## src/rtl/sc_phase_sequencer.sv

```systemverilog
// Two-phase non-overlapping clock sequencer for switched-capacitor front ends.
// Optional macro SC_EARLY_PHASE_EN makes phi1e/phi2e fall one cycle before phi1/phi2.
module sc_phase_sequencer #(
    parameter int PW = 8,
    parameter int DW = 4
) (
    input  logic          clk,
    input  logic          rst_n,
    input  logic          en,
    input  logic          cfg_load,
    input  logic [PW-1:0] phase_len,
    input  logic [DW-1:0] dead_len,
    output logic          phi1,
    output logic          phi2,
    output logic          phi1e,
    output logic          phi2e,
    output logic          busy,
    output logic          period_done
);

    localparam int CW = (PW > DW) ? PW : DW;

    localparam logic [2:0] IDLE   = 3'd0;
    localparam logic [2:0] PHI1   = 3'd1;
    localparam logic [2:0] DEAD12 = 3'd2;
    localparam logic [2:0] PHI2   = 3'd3;
    localparam logic [2:0] DEAD21 = 3'd4;

    logic [2:0]    state, n_state;
    logic [CW-1:0] cnt, n_cnt;
    logic [PW-1:0] ph_sh, cur_ph, n_ph, ent_ph;
    logic [DW-1:0] dl_sh, cur_dl, n_dl, ent_dl;
    logic          n_phi1e, n_phi2e;

    // Counter loads length-1 with a zero length treated as one cycle.
    function automatic logic [CW-1:0] ph_m1(input logic [PW-1:0] v);
        ph_m1 = (v == '0) ? '0 : CW'(v - PW'(1));
    endfunction

    function automatic logic [CW-1:0] dl_m1(input logic [DW-1:0] v);
        dl_m1 = (v == '0) ? '0 : CW'(v - DW'(1));
    endfunction

    // A load coinciding with PHI1 entry must apply to that very period.
    assign ent_ph = cfg_load ? phase_len : ph_sh;
    assign ent_dl = cfg_load ? dead_len  : dl_sh;

    always_comb begin
        n_state = state;
        n_cnt   = (cnt != '0) ? cnt - CW'(1) : '0;
        n_ph    = cur_ph;
        n_dl    = cur_dl;
        case (state)
            IDLE: begin
                if (en) begin
                    n_state = PHI1;
                    n_ph    = ent_ph;
                    n_dl    = ent_dl;
                    n_cnt   = ph_m1(ent_ph);
                end
            end
            PHI1: begin
                if (cnt == '0) begin
                    n_state = DEAD12;
                    n_cnt   = dl_m1(cur_dl);
                end
            end
            DEAD12: begin
                if (cnt == '0) begin
                    n_state = PHI2;
                    n_cnt   = ph_m1(cur_ph);
                end
            end
            PHI2: begin
                if (cnt == '0) begin
                    n_state = DEAD21;
                    n_cnt   = dl_m1(cur_dl);
                end
            end
            DEAD21: begin
                if (cnt == '0) begin
                    if (en) begin
                        n_state = PHI1;
                        n_ph    = ent_ph;
                        n_dl    = ent_dl;
                        n_cnt   = ph_m1(ent_ph);
                    end else begin
                        n_state = IDLE;
                        n_cnt   = '0;
                    end
                end
            end
            default: begin
                n_state = IDLE;
                n_cnt   = '0;
            end
        endcase
    end

`ifdef SC_EARLY_PHASE_EN
    always_comb begin
        n_phi1e = (n_state == PHI1) && ((n_cnt != '0) || (n_ph <= PW'(1)));
        n_phi2e = (n_state == PHI2) && ((n_cnt != '0) || (n_ph <= PW'(1)));
    end
`else
    always_comb begin
        n_phi1e = (n_state == PHI1);
        n_phi2e = (n_state == PHI2);
    end
`endif

    // Outputs are registered from the next-state decode so they align with state.
    always_ff @(posedge clk or negedge rst_n) begin
        if (!rst_n) begin
            state       <= IDLE;
            cnt         <= '0;
            ph_sh       <= PW'(1);
            dl_sh       <= DW'(1);
            cur_ph      <= PW'(1);
            cur_dl      <= DW'(1);
            phi1        <= 1'b0;
            phi2        <= 1'b0;
            phi1e       <= 1'b0;
            phi2e       <= 1'b0;
            busy        <= 1'b0;
            period_done <= 1'b0;
        end else begin
            state  <= n_state;
            cnt    <= n_cnt;
            cur_ph <= n_ph;
            cur_dl <= n_dl;
            if (cfg_load) begin
                ph_sh <= phase_len;
                dl_sh <= dead_len;
            end
            phi1        <= (n_state == PHI1);
            phi2        <= (n_state == PHI2);
            phi1e       <= n_phi1e;
            phi2e       <= n_phi2e;
            busy        <= (n_state != IDLE);
            period_done <= (n_state == DEAD21) && (n_cnt == '0);
        end
    end

endmodule

```

## config.mk

```make
export PLATFORM = sky130hd
export DESIGN_NAME = sc_phase_sequencer
export DESIGN_NICKNAME = d
export VERILOG_FILES = /design/src/rtl/sc_phase_sequencer.sv
export SDC_FILE = /design/constraint.sdc
export NUM_CORES = 1
export LEC_CHECK = 0
export BUFFER_PORTS_ARGS = -buffer_cell sky130_fd_sc_hd__buf_2
export CELL_PAD_IN_SITES_DETAIL_PLACEMENT = 0
export CELL_PAD_IN_SITES_GLOBAL_PLACEMENT = 1
export CORE_ASPECT_RATIO = 1.2
export CORE_MARGIN = 2
export CORE_UTILIZATION = 50
export CTS_CLUSTER_SIZE = 12
export DETAILED_ROUTE_END_ITERATION = 8
export PLACE_DENSITY = 0.95
export RECOVER_POWER = 100
export SKIP_LAST_GASP = 1
export SYNTH_ARGS = -nofsm -noshare
export SYNTH_HDL_FRONTEND = slang
export SYNTH_SLANG_ARGS = --single-unit
```

## constraint.sdc

```tcl
create_clock -name clk -period 3.91 [get_ports clk]
set_clock_uncertainty 0.2 [all_clocks]
set_input_delay 0 -clock clk [delete_from_list [all_inputs] [get_ports clk]]
set_output_delay 0 -clock clk [all_outputs]
set_load 0.01 [all_outputs]
```

; After elaboration in Yosys (flattened, before gate mapping)
; Cells that the tools add are included.
[totals]
mem_bits_rw = 0
elab_cells = 59
output_inout_bits = 6
rom_bits = 0
reg_bits = 39
latch_bits = 0
inputBits = 16
n_memories = 0
[op_classes]
n_reduce_logical = 12
n_bitwise = 0
n_eq_ne = 8
div_mod_pow = 0
n_shift = 0
n_addsub = 4
muxes = 25
mul = 0
order_cmp = 0
[op_table]
columns = cell, count
row1 = 8-bit 2-to-1 mux, 12
row2 = 8-bit zero test, 4
row3 = 8-bit one-hot mux with 4 select lines, 1
row4 = 8-bit by 1-bit subtractor with 8-bit output (second input constant), 3
row5 = 8-bit one-hot mux with 2 select lines, 1
row6 = 3-bit 2-to-1 mux, 5
row7 = 3-bit one-hot mux with 5 select lines, 1
row8 = 4-bit 2-to-1 mux, 3
row9 = 3-bit by 2-bit == test with 1-bit output (second input constant), 3
row10 = 4-bit one-hot mux with 2 select lines, 1
row11 = 8-bit nonzero test, 1
row12 = 3-bit by 1-bit == test with 1-bit output (second input constant), 2
row13 = 3-bit == test (second input constant), 2
row14 = 4-bit by 1-bit subtractor with 5-bit output (second input constant), 1
row15 = 4-bit zero test, 1
row16 = 3-bit zero test, 1
row17 = 3-bit nonzero test, 1
row18 = 2-bit inequality test (second input constant), 1
row19 = 2-bit AND reduction, 1
row20 = 2-bit nonzero test, 1
row21 = 2-bit OR reduction, 1
row22 = 1-bit logical AND, 1
row23 = 1-bit 2-to-1 mux, 1

; Logic depth before layout (Yosys ltp)
; Gate-level depths: netlist of run 1.
[depth]
ltp_word = 8
ltp_mapped = 11
mapped_depth_nobuf = 8

; Worst setup path after synthesis of run 1
; No wires, ideal clock.
[synth_path]
kind = input -> register
start = input port cfg_load
end = register period_done
t_required_ns = 3.614
slack_ns = 1.005
arrival_time_ns = 2.610
setup_time_ns = 0.096
stages = 11
n_path_buf = 3
path_cell_list = buf_2 -> buf_2 -> buf_2 -> mux2i_1 -> ha_1 -> or4bb_1 -> o22ai_2 -> nor3b_1 -> a221oi_1 -> o2111ai_1 -> nor4_2
[synth_between]
elab_chain_cells = 8
word_cells_on_any_way = 10
classes_between = 1 x add/sub / 6 x mux / 3 x reduce/logical
[synth_rtl]
columns = element, line
row1 = "start, declared", 10  ; input logic cfg_load,
row2 = 8-bit 2-to-1 mux *, n/a
row3 = 8-bit by 1-bit subtractor with 8-bit output or 8-bit zero test (tied branches), 37  ; ph_m1 = (v == '0) ? '0 : CW'(v - PW'(1));
row4 = 8-bit 2-to-1 mux *, 37
row5 = 8-bit 2-to-1 mux, 82  ; if (en) begin
row6 = 8-bit 2-to-1 mux, 81  ; if (cnt == '0) begin
row7 = 8-bit one-hot mux with 4 select lines *, 53  ; case (state)
row8 = 8-bit zero test *, 141  ; period_done <= (n_state == DEAD21) && (n_cnt == '0);
row9 = 1-bit logical AND *, 141
row10 = "end signal, assigned", 141
row11 = "end, declared", 18  ; output logic period_done
; Every way passes the cells marked *; elsewhere a longest branch is shown, timed or not.
; A chain may end at the register's enable or synchronous reset.

; Worst setup path after layout of run 1
[layout_path]
start = register cnt[0]
end = register period_done
[layout_between]
elab_chain_cells = 6
word_cells_on_any_way = 17
classes_between = 1 x add/sub / 1 x eq/ne / 11 x mux / 4 x reduce/logical
[layout_rtl]
columns = element, line
row1 = "start, declared", 30  ; logic [CW-1:0] cnt, n_cnt;
row2 = "start signal, assigned", 129  ; cnt <= n_cnt;
row3 = 8-bit by 1-bit subtractor with 8-bit output or 8-bit nonzero test (tied branches), 50  ; n_cnt = (cnt != '0) ? cnt - CW'(1) : '0;
row4 = 8-bit 2-to-1 mux, 50
row5 = 8-bit 2-to-1 mux (on tied branches), n/a
row6 = 8-bit one-hot mux with 4 select lines *, 53
row7 = named net n_cnt[1], 30
row8 = 8-bit zero test *, 141
row9 = 1-bit logical AND *, 141
; Mark *: on every way through the listed nets, which the timed path passes. The rest lies on a longest branch.

==> results of run 1 <==
-- per-stage QoR --
step | area [um2] | cells | total power, uW | setup slack (ns)
floorplan | 2380 | 234 | 1280 | 1.00
global placement | 2500 | 305 | 1450 | 0.987
detailed placement | 2500 | 305 | 1460 | 0.835
CTS | 2720 | 327 | 1730 | 0.987
global route | 2700 | 327 | 1860 | 0.411
finish | 2700 | 327 | 1720 | 0.763
-- timing repair --
| item | in CTS | in global routing |
|---|---|---|
| endpoints found under the setup margin | 0 | 0 |
| gates resized for setup | 0 | 0 |
| hold endpoints to repair | 59 | 0 |
| hold buffers | 14 | 0 |
-- cell families (layout without fill, tap and decap cells) --
logic type      after synthesis  after routing  share of synthesized area
fa+ha+maj                     5              5                     0.0263
mux                          20             20                     0.0926
simple gates                 79             79                      0.205
buf+inv                      22             57                     0.0463
flops                        39             39                      0.412
compound gates               57             57                      0.174
xor+xnor                     12             12                     0.0442
-- cell type report --
| cell class | instances | area (um2) | share of cell area |
|---|---|---|---|
| multi-input combinational | 173 | 1280 | 0.473 |
| sequential | 39 | 981 | 0.363 |
| timing repair buffer | 36 | 238 | 0.0881 |
| clock buffer | 7 | 76.3 | 0.0283 |
| tap | 58 | 72.6 | 0.0269 |
| inverter | 13 | 48.8 | 0.0181 |
| clock inverter | 1 | 5.00 | 0.00185 |
-- synthesized netlist by cell type, types with 2 or more instances --
| library cell | count |
|---|---|
| sky130_fd_sc_hd__nor4_1 | 5 |
| sky130_fd_sc_hd__mux2i_1 | 4 |
| sky130_fd_sc_hd__or3_1 | 5 |
| sky130_fd_sc_hd__nor2_1 | 18 |
| sky130_fd_sc_hd__ha_1 | 5 |
| sky130_fd_sc_hd__buf_6 | 2 |
| sky130_fd_sc_hd__a211oi_1 | 4 |
| sky130_fd_sc_hd__nor3b_1 | 5 |
| sky130_fd_sc_hd__or4b_1 | 3 |
| sky130_fd_sc_hd__mux2_2 | 16 |
| sky130_fd_sc_hd__dfstp_2 | 4 |
| sky130_fd_sc_hd__xnor2_1 | 6 |
| sky130_fd_sc_hd__nor4b_1 | 2 |
| sky130_fd_sc_hd__a21oi_1 | 13 |
| sky130_fd_sc_hd__o21ai_0 | 8 |
| sky130_fd_sc_hd__or4_1 | 4 |
| sky130_fd_sc_hd__a31oi_1 | 4 |
| sky130_fd_sc_hd__a22oi_1 | 3 |
| sky130_fd_sc_hd__buf_4 | 2 |
| sky130_fd_sc_hd__xor2_1 | 6 |
| sky130_fd_sc_hd__nor3_1 | 8 |
| sky130_fd_sc_hd__nand3_1 | 2 |
| sky130_fd_sc_hd__nand2_1 | 8 |
| sky130_fd_sc_hd__o31ai_1 | 2 |
| sky130_fd_sc_hd__or3b_2 | 4 |
| sky130_fd_sc_hd__a221oi_1 | 3 |
| sky130_fd_sc_hd__dfrtp_1 | 35 |
| sky130_fd_sc_hd__nand2b_1 | 2 |
| sky130_fd_sc_hd__nor2_2 | 3 |
| sky130_fd_sc_hd__inv_1 | 13 |
| sky130_fd_sc_hd__o211ai_1 | 2 |
| sky130_fd_sc_hd__buf_2 | 4 |
-- layer usage --
metal	GRT usage	up-vias	wire length [um]
met2	0.377	44	2730
met4	0.0796	0	136
li1	-	951	-
met1	0.280	969	2230
met3	0.0423	13	178
met5	0	-	0
-- worst max path at each step --
stage | start | end | slack, ns | cells after the start
floorplan | cfg_load | period_done | 1.00 | 11
global placement | cfg_load | period_done | 0.99 | 9
detailed placement | cfg_load | period_done | 0.83 | 9
CTS | phase_len[0] | period_done | 0.99 | 10
global route | cnt[0] | period_done | 0.41 | 9
finish | cnt[0] | period_done | 0.76 | 9
-- report_power, final --
group          total (uW)  switching [uW]  internal, uW  leakage [uW]
Clock                 255             130           125     0.0000422
Combinational         743             402           341      0.000590
Sequential            724             169           555      0.000456
-- worst reg2reg max path: cells and delay by family, from the launching register on --
| kind | cells | cell delay, ns |
|---|---|---|
| AO/OA/AOI/OAI | 2 | 0.58 |
| adder cells (fa/ha/maj) | 1 | 0.21 |
| buffers and inverters | 2 | 0.69 |
| flip-flops | 1 | 0.42 |
| AND/OR/NAND/NOR | 4 | 0.91 |
-- sequential cells by signal, summed over array words and instances (netlist names) --
signal and count:
cnt 8, phi2e 1, period_done 1, dl_sh 4, busy 1, cur_dl 4, cur_ph 8, state 3
phi1e 1, ph_sh 8
==> impl_metrics.sql, run 1 <==
INSERT INTO impl_metrics (metric_group, metric, value, unit) VALUES
('run_status', 'run_status', 'finished with violations', ''),
('run_status', 'failed_checks', 'max-capacitance violations, max-slew violations', ''),
('worst_setup_path', 'rrSetupSlack', '0.76', 'ns'),
('worst_setup_path', 'critPathTopFamily', 'simple AND/OR/NAND/NOR gates', ''),
('synth', 'yosys_synthesis_warning_count', '0', ''),
('job', 'max_cap_violations', '1', ''),
('synth', 'register_bit_total_from_synthesis', '39', ''),
('worst_setup_path', 'worstPathCellList', 'inv_1 -> ha_1 -> nor4b_1 -> a21oi_1 -> nor2_2 -> clkbuf_1 -> nand2_1 -> o211ai_1 -> nor4_2', ''),
('synth', 'postSynth.asyncResetShare', '1.00', ''),
('synth', 'yosys-top-cells-area', 'sky130_fd_sc_hd__dfrtp_1 (37%), sky130_fd_sc_hd__mux2_2 (7.6%), sky130_fd_sc_hd__dfstp_2 (4.4%)', ''),
('worst_setup_path', 'critical_path_required', '3.88', 'ns'),
('power', 'ir_worst_vdd', '0.000406', 'V'),
('die', 'pin_count', '22', ''),
('synth', 'synthesized_area_per_cell', '10.2', 'um2'),
('synth', 'syn-cell-area', '2380', 'um2'),
('die', 'die_area', '5330', 'um2'),
('placed_design', 'place_hpwl', '4020', 'um'),
('grt', 'grt_pass1_vias', '1882', ''),
('grt', 'antenna_found_initial', '0', ''),
('sta', 'finalCritPeriodShare', '0.805', ''),
('die', 'floorplan.rows', '27', ''),
('sta', 'grt_setup_unrepaired', 'no', ''),
('cts', 'path_clk_slew', '0.07', 'ns'),
('sta', 'max_slew_margin', '-0.337', ''),
('sta', 'hold_violations', '0', ''),
('worst_setup_path', 'worst_setup_path_end_kind', 'flop', ''),
('drt', 'drt.antenna.violating_nets', '0', ''),
('worst_setup_path', 'critPathMaxFanout', '17', ''),
('drt', 'post_drt_wl_per_cell', '16.1', 'um'),
('finish', 'post-route-util', '0.587', ''),
('grt', 'grt_first_pass_wirelength', '8910', 'um'),
('finish', 'layout.cells.most_common', 'sky130_fd_sc_hd__dfrtp_1', ''),
('worst_setup_path', 'timing.critical_path.arrival', '3.11', 'ns'),
('grt', 'grt_max_degree', '40', ''),
('power', 'cell_pwr_density', '638', 'nW/um2'),
('drt', 'detailroute.via_count', '1977', ''),
('worst_setup_path', 'crit_slowest_cell', 'sky130_fd_sc_hd__clkbuf_1', ''),
('synth', 'synth_top_area_frac', '0.368', ''),
('finish', 'antenna_cells_inserted', '0', ''),
('worst_setup_path', 'worst_path_largest_cell_delay', '0.60', 'ns'),
('synth', 'yosysSeqAreaShare', '0.412', ''),
('worst_hold_path', 'min-delay-path-class', 'in -> reg', ''),
('synth', 'syn-num-nets', '255', ''),
('drt', 'drt-initial-drc-count', '114', ''),
('cts', 'max_root_sink_buffers', '2', ''),
('drt', 'route.final.wire_length', '5280', 'um'),
('cts', 'post_cts.repair.setup_buffers', '0', ''),
('sta', 'final_period_minus_worst_setup_slack', '3.15', 'ns'),
('drt', 'route.detailed.vias_per_inst', '6.05', ''),
('sta', 'final.hold.worst_slack', '0.0925', 'ns'),
('cts', 'cts_tree', 'done', ''),
('cts', 'clock_insertion_delay_worst_skew', '0.29', 'ns'),
('sta', 'slew_violations', '40', ''),
('synth', 'edff_count_synth', '0', ''),
('die', 'starting_utilization_of_the_core_area', '0.518', ''),
('worst_setup_path', 'regToRegStartpoint', 'cnt[0]', ''),
('sta', 'tightest_slew', '2.01', 'ns'),
('drt', 'remaining_drc_errors', '0', ''),
('synth', 'ys_types', '61', ''),
('placed_design', 'gpl.final_weighted_congestion', '0.924', ''),
('worst_hold_path', 'worst_hold_startpoint', 'cfg_load', ''),
('finish', 'finish.net_count', '289', ''),
('worst_setup_path', 'critPathLaunchType', 'flop', ''),
('worst_setup_path', 'worstPathBufferInverterCount', '2', ''),
('cts', 'cts_htree_levels', '2', ''),
('cts', 'cts-root-buf', 'sky130_fd_sc_hd__clkbuf_8', ''),
('placed_design', 'port-buffer-count', '21', ''),
('worst_setup_path', 'regToRegEndpoint', 'period_done', ''),
('cts', 'tritoncts.num_buffers', '5', ''),
('synth', 'post-synth-top-area-cell', 'sky130_fd_sc_hd__dfrtp_1', ''),
('worst_hold_path', 'hold-path-cell-count', '2', '');
Power figures use the tool's default switching activity.
==> run 2, diff against run 1 <==
--- a/config.mk
+++ b/config.mk
@@ -10,10 +10,10 @@
 export CELL_PAD_IN_SITES_GLOBAL_PLACEMENT = 1
 export CORE_ASPECT_RATIO = 1.2
 export CORE_MARGIN = 2
-export CORE_UTILIZATION = 50
+export CORE_UTILIZATION = 46
 export CTS_CLUSTER_SIZE = 12
 export DETAILED_ROUTE_END_ITERATION = 8
-export PLACE_DENSITY = 0.95
+export PLACE_DENSITY = 0.9
 export RECOVER_POWER = 100
 export SKIP_LAST_GASP = 1
 export SYNTH_ARGS = -nofsm -noshare
==> constraint.sdc (replaced) <==
create_clock -name clk -period 3.05 [get_ports clk]
set_clock_uncertainty 0.2 [all_clocks]
set_input_delay 0 -clock clk [delete_from_list [all_inputs] [get_ports clk]]
set_output_delay 0 -clock clk [all_outputs]
set_load 0.01 [all_outputs]
==> impl_metrics.sql, run 2 (synthesized netlist as in run 1, its figures left out) <==
INSERT INTO impl_metrics (metric_group, metric, value, unit) VALUES
('run_status', 'run_status', 'finished with violations', ''),
('run_status', 'failed_checks', 'max-capacitance violations, max-slew violations', ''),
('worst_hold_path', 'hold-path-cell-count', '2', ''),
('drt', 'route.final.wire_length', '5430', 'um'),
('cts', 'path_clk_slew', '0.08', 'ns'),
('job', 'max_cap_violations', '1', ''),
('die', 'floorplan.rows', '28', ''),
('worst_setup_path', 'worstPathBufferInverterCount', '1', ''),
('worst_setup_path', 'timing.critical_path.arrival', '2.84', 'ns'),
('drt', 'detailroute.via_count', '1993', ''),
('die', 'coreArea', '4970', 'um2'),
('sta', 'fin_tns_setup', '0', 'ns'),
('finish', 'final_cell_mix', 'sky130_fd_sc_hd__dfrtp_1 (35), sky130_fd_sc_hd__nor2_1 (18), sky130_fd_sc_hd__dlygate4sd3_1 (14), sky130_fd_sc_hd__buf_2 (14)', ''),
('power', 'cellLeakagePower', '0.00113', 'uW'),
('grt', 'globalRouteOverflowTotal', '0', ''),
('drt', 'drt.antenna.violating_nets', '0', ''),
('finish', 'antenna_cells_inserted', '0', ''),
('worst_setup_path', 'setup.worst_path.class', 'reg -> reg', ''),
('cts', 'cts_htree_levels', '2', ''),
('grt', 'grt_first_pass_wirelength', '9020', 'um'),
('worst_setup_path', 'critPathTopFamily', 'simple AND/OR/NAND/NOR gates', ''),
('die', 'overall_die_height', '82.8', 'um'),
('worst_setup_path', 'crit_slowest_cell', 'sky130_fd_sc_hd__or4b_1', ''),
('sta', 'grt_setup_unrepaired', 'no', ''),
('drt', 'dr.pass1.iters', '4', ''),
('drt', 'route.detailed.vias_per_inst', '5.95', ''),
('worst_setup_path', 'regToRegEndpoint', 'period_done', ''),
('finish', 'layout.area.seq', '981', 'um2'),
('sta', 'final-setup-viol-count', '0', ''),
('finish', 'largest_registers', 'cnt (8), cur_ph (8), ph_sh (8)', ''),
('finish', 'synthToLayoutAreaGrowth', '16.9', '%'),
('worst_setup_path', 'critical_path_required', '3.05', 'ns'),
('finish', 'finish.net_count', '295', ''),
('cts', 'cts-root-buf', 'sky130_fd_sc_hd__clkbuf_8', ''),
('cts', 'cts_tree', 'done', ''),
('drt', 'remaining_drc_errors', '0', ''),
('worst_hold_path', 'worst_hold_startpoint', 'cfg_load', ''),
('worst_hold_path', 'min-delay-path-class', 'in -> reg', ''),
('die', 'horizontal_die_dimension', '69.6', 'um'),
('worst_setup_path', 'worst_path_largest_cell_delay', '0.60', 'ns'),
('finish', 'drive_above_1_share', '0.218', ''),
('sta', 'finalCritPeriodShare', '0.932', ''),
('worst_setup_path', 'rrSetupSlack', '0.21', 'ns'),
('placed_design', 'port-buffer-count', '21', ''),
('placed_design', 'gpl.final_weighted_congestion', '0.929', ''),
('worst_setup_path', 'worstPathCellList', 'inv_1 -> ha_1 -> or4b_1 -> nor2_4 -> nor2_1 -> a22o_1 -> a2111o_1 -> nor4_2', ''),
('cts', 'clock_sinks', '39', ''),
('grt', 'antenna_found_initial', '0', ''),
('finish', 'layout.cells.most_common', 'sky130_fd_sc_hd__dfrtp_1', ''),
('worst_setup_path', 'worst_case_reg_to_reg_path_depth', '8', ''),
('sta', 'final_period_minus_worst_setup_slack', '2.84', 'ns'),
('sta', 'hold_violations', '0', ''),
('cts', 'max_root_sink_buffers', '2', ''),
('sta', 'slew_violations', '40', ''),
('worst_hold_path', 'whs_endpoint', 'ph_sh[7]', ''),
('die', 'die_area', '5760', 'um2'),
('sta', 'tightest_slew', '2.00', 'ns'),
('worst_setup_path', 'critical_path_depth', '8', ''),
('drt', 'post_drt_wl_per_cell', '16.2', 'um'),
('worst_setup_path', 'critPathLaunchType', 'flop', ''),
('grt', 'overall_global_routing_usage', '0.202', ''),
('die', 'starting_utilization_of_the_core_area', '0.478', ''),
('worst_setup_path', 'regToRegStartpoint', 'cnt[0]', ''),
('finish', 'final.fill_count', '455', ''),
('power', 'power', '2310', 'uW'),
('sta', 'timing.fmax', '352', 'MHz'),
('finish', 'multi_input_comb_area', '1290', 'um2'),
('worst_setup_path', 'critPathMaxFanout', '7', ''),
('cts', 'tritoncts.num_buffers', '5', ''),
('worst_setup_path', 'worst_setup_path_end_kind', 'flop', ''),
('power', 'cell_pwr_density', '831', 'nW/um2'),
('cts', 'clock_insertion_delay_worst_skew', '0.29', 'ns'),
('cts', 'post_cts.repair.setup_buffers', '0', ''),
('drt', 'drt-initial-drc-count', '137', ''),
('die', 'pin_count', '22', ''),
('grt', 'grt_pass1_vias', '1889', ''),
('placed_design', 'place_hpwl', '3990', 'um'),
('grt', 'grt_max_degree', '40', ''),
('power', 'ir_worst_vdd', '0.000426', 'V'),
('sta', 'max_slew_margin', '-0.335', '');
## run 2: how the worst max path moves through the flow
stage                  start     endpoint  slack [ns]
floorplan           cfg_load  period_done        0.14
finish                cnt[0]  period_done        0.21
CTS                 ph_sh[1]  period_done        0.20
global placement    ph_sh[1]  period_done        0.28
global route        ph_sh[1]  period_done        0.05
detailed placement  ph_sh[1]  period_done        0.22
## run 2: layout make-up
cell class	instances	share of cell area
Sequential cell	39	0.353
Tap cell	60	0.0270
Clock buffer	5	0.0247
Multi-Input combinational cell	173	0.464
Inverter	13	0.0175
Clock inverter	3	0.0157
Timing Repair Buffer	42	0.0985
## run 2: timing repair
item,CTS,global route
gates resized for setup,0,1
hold buffers,14,0
hold endpoints to repair,58,0
endpoints found under the setup margin,0,1
## run 2: through the flow
step / area [um2] / setup WS, ns / util / hold slack, ns / std cells
floorplan: 2380 / 0.145 / - / -0.496 / 234
global placement: 2550 / 0.285 / 0.513 / -0.0494 / 313
detailed placement: 2550 / 0.219 / 0.513 / -0.0491 / 313
CTS: 2800 / 0.200 / 0.563 / 0.000531 / 335
global route: 2780 / 0.0538 / 0.559 / 0.0698 / 335
finish: 2780 / 0.207 / 0.559 / 0.0463 / 335
## run 2: layer usage
metal,share of wire,track usage,vias up
met2,0.48,0.334,52
met3,0.040,0.0374,19
met1,0.44,0.252,956
met4,0.037,0.115,0
li1,-,-,966
met5,0,0,-
## run 2: where the power goes
part / switching (uW) / internal (uW)
combinational: 520 / 449
sequential: 208 / 711
clock: 180 / 243
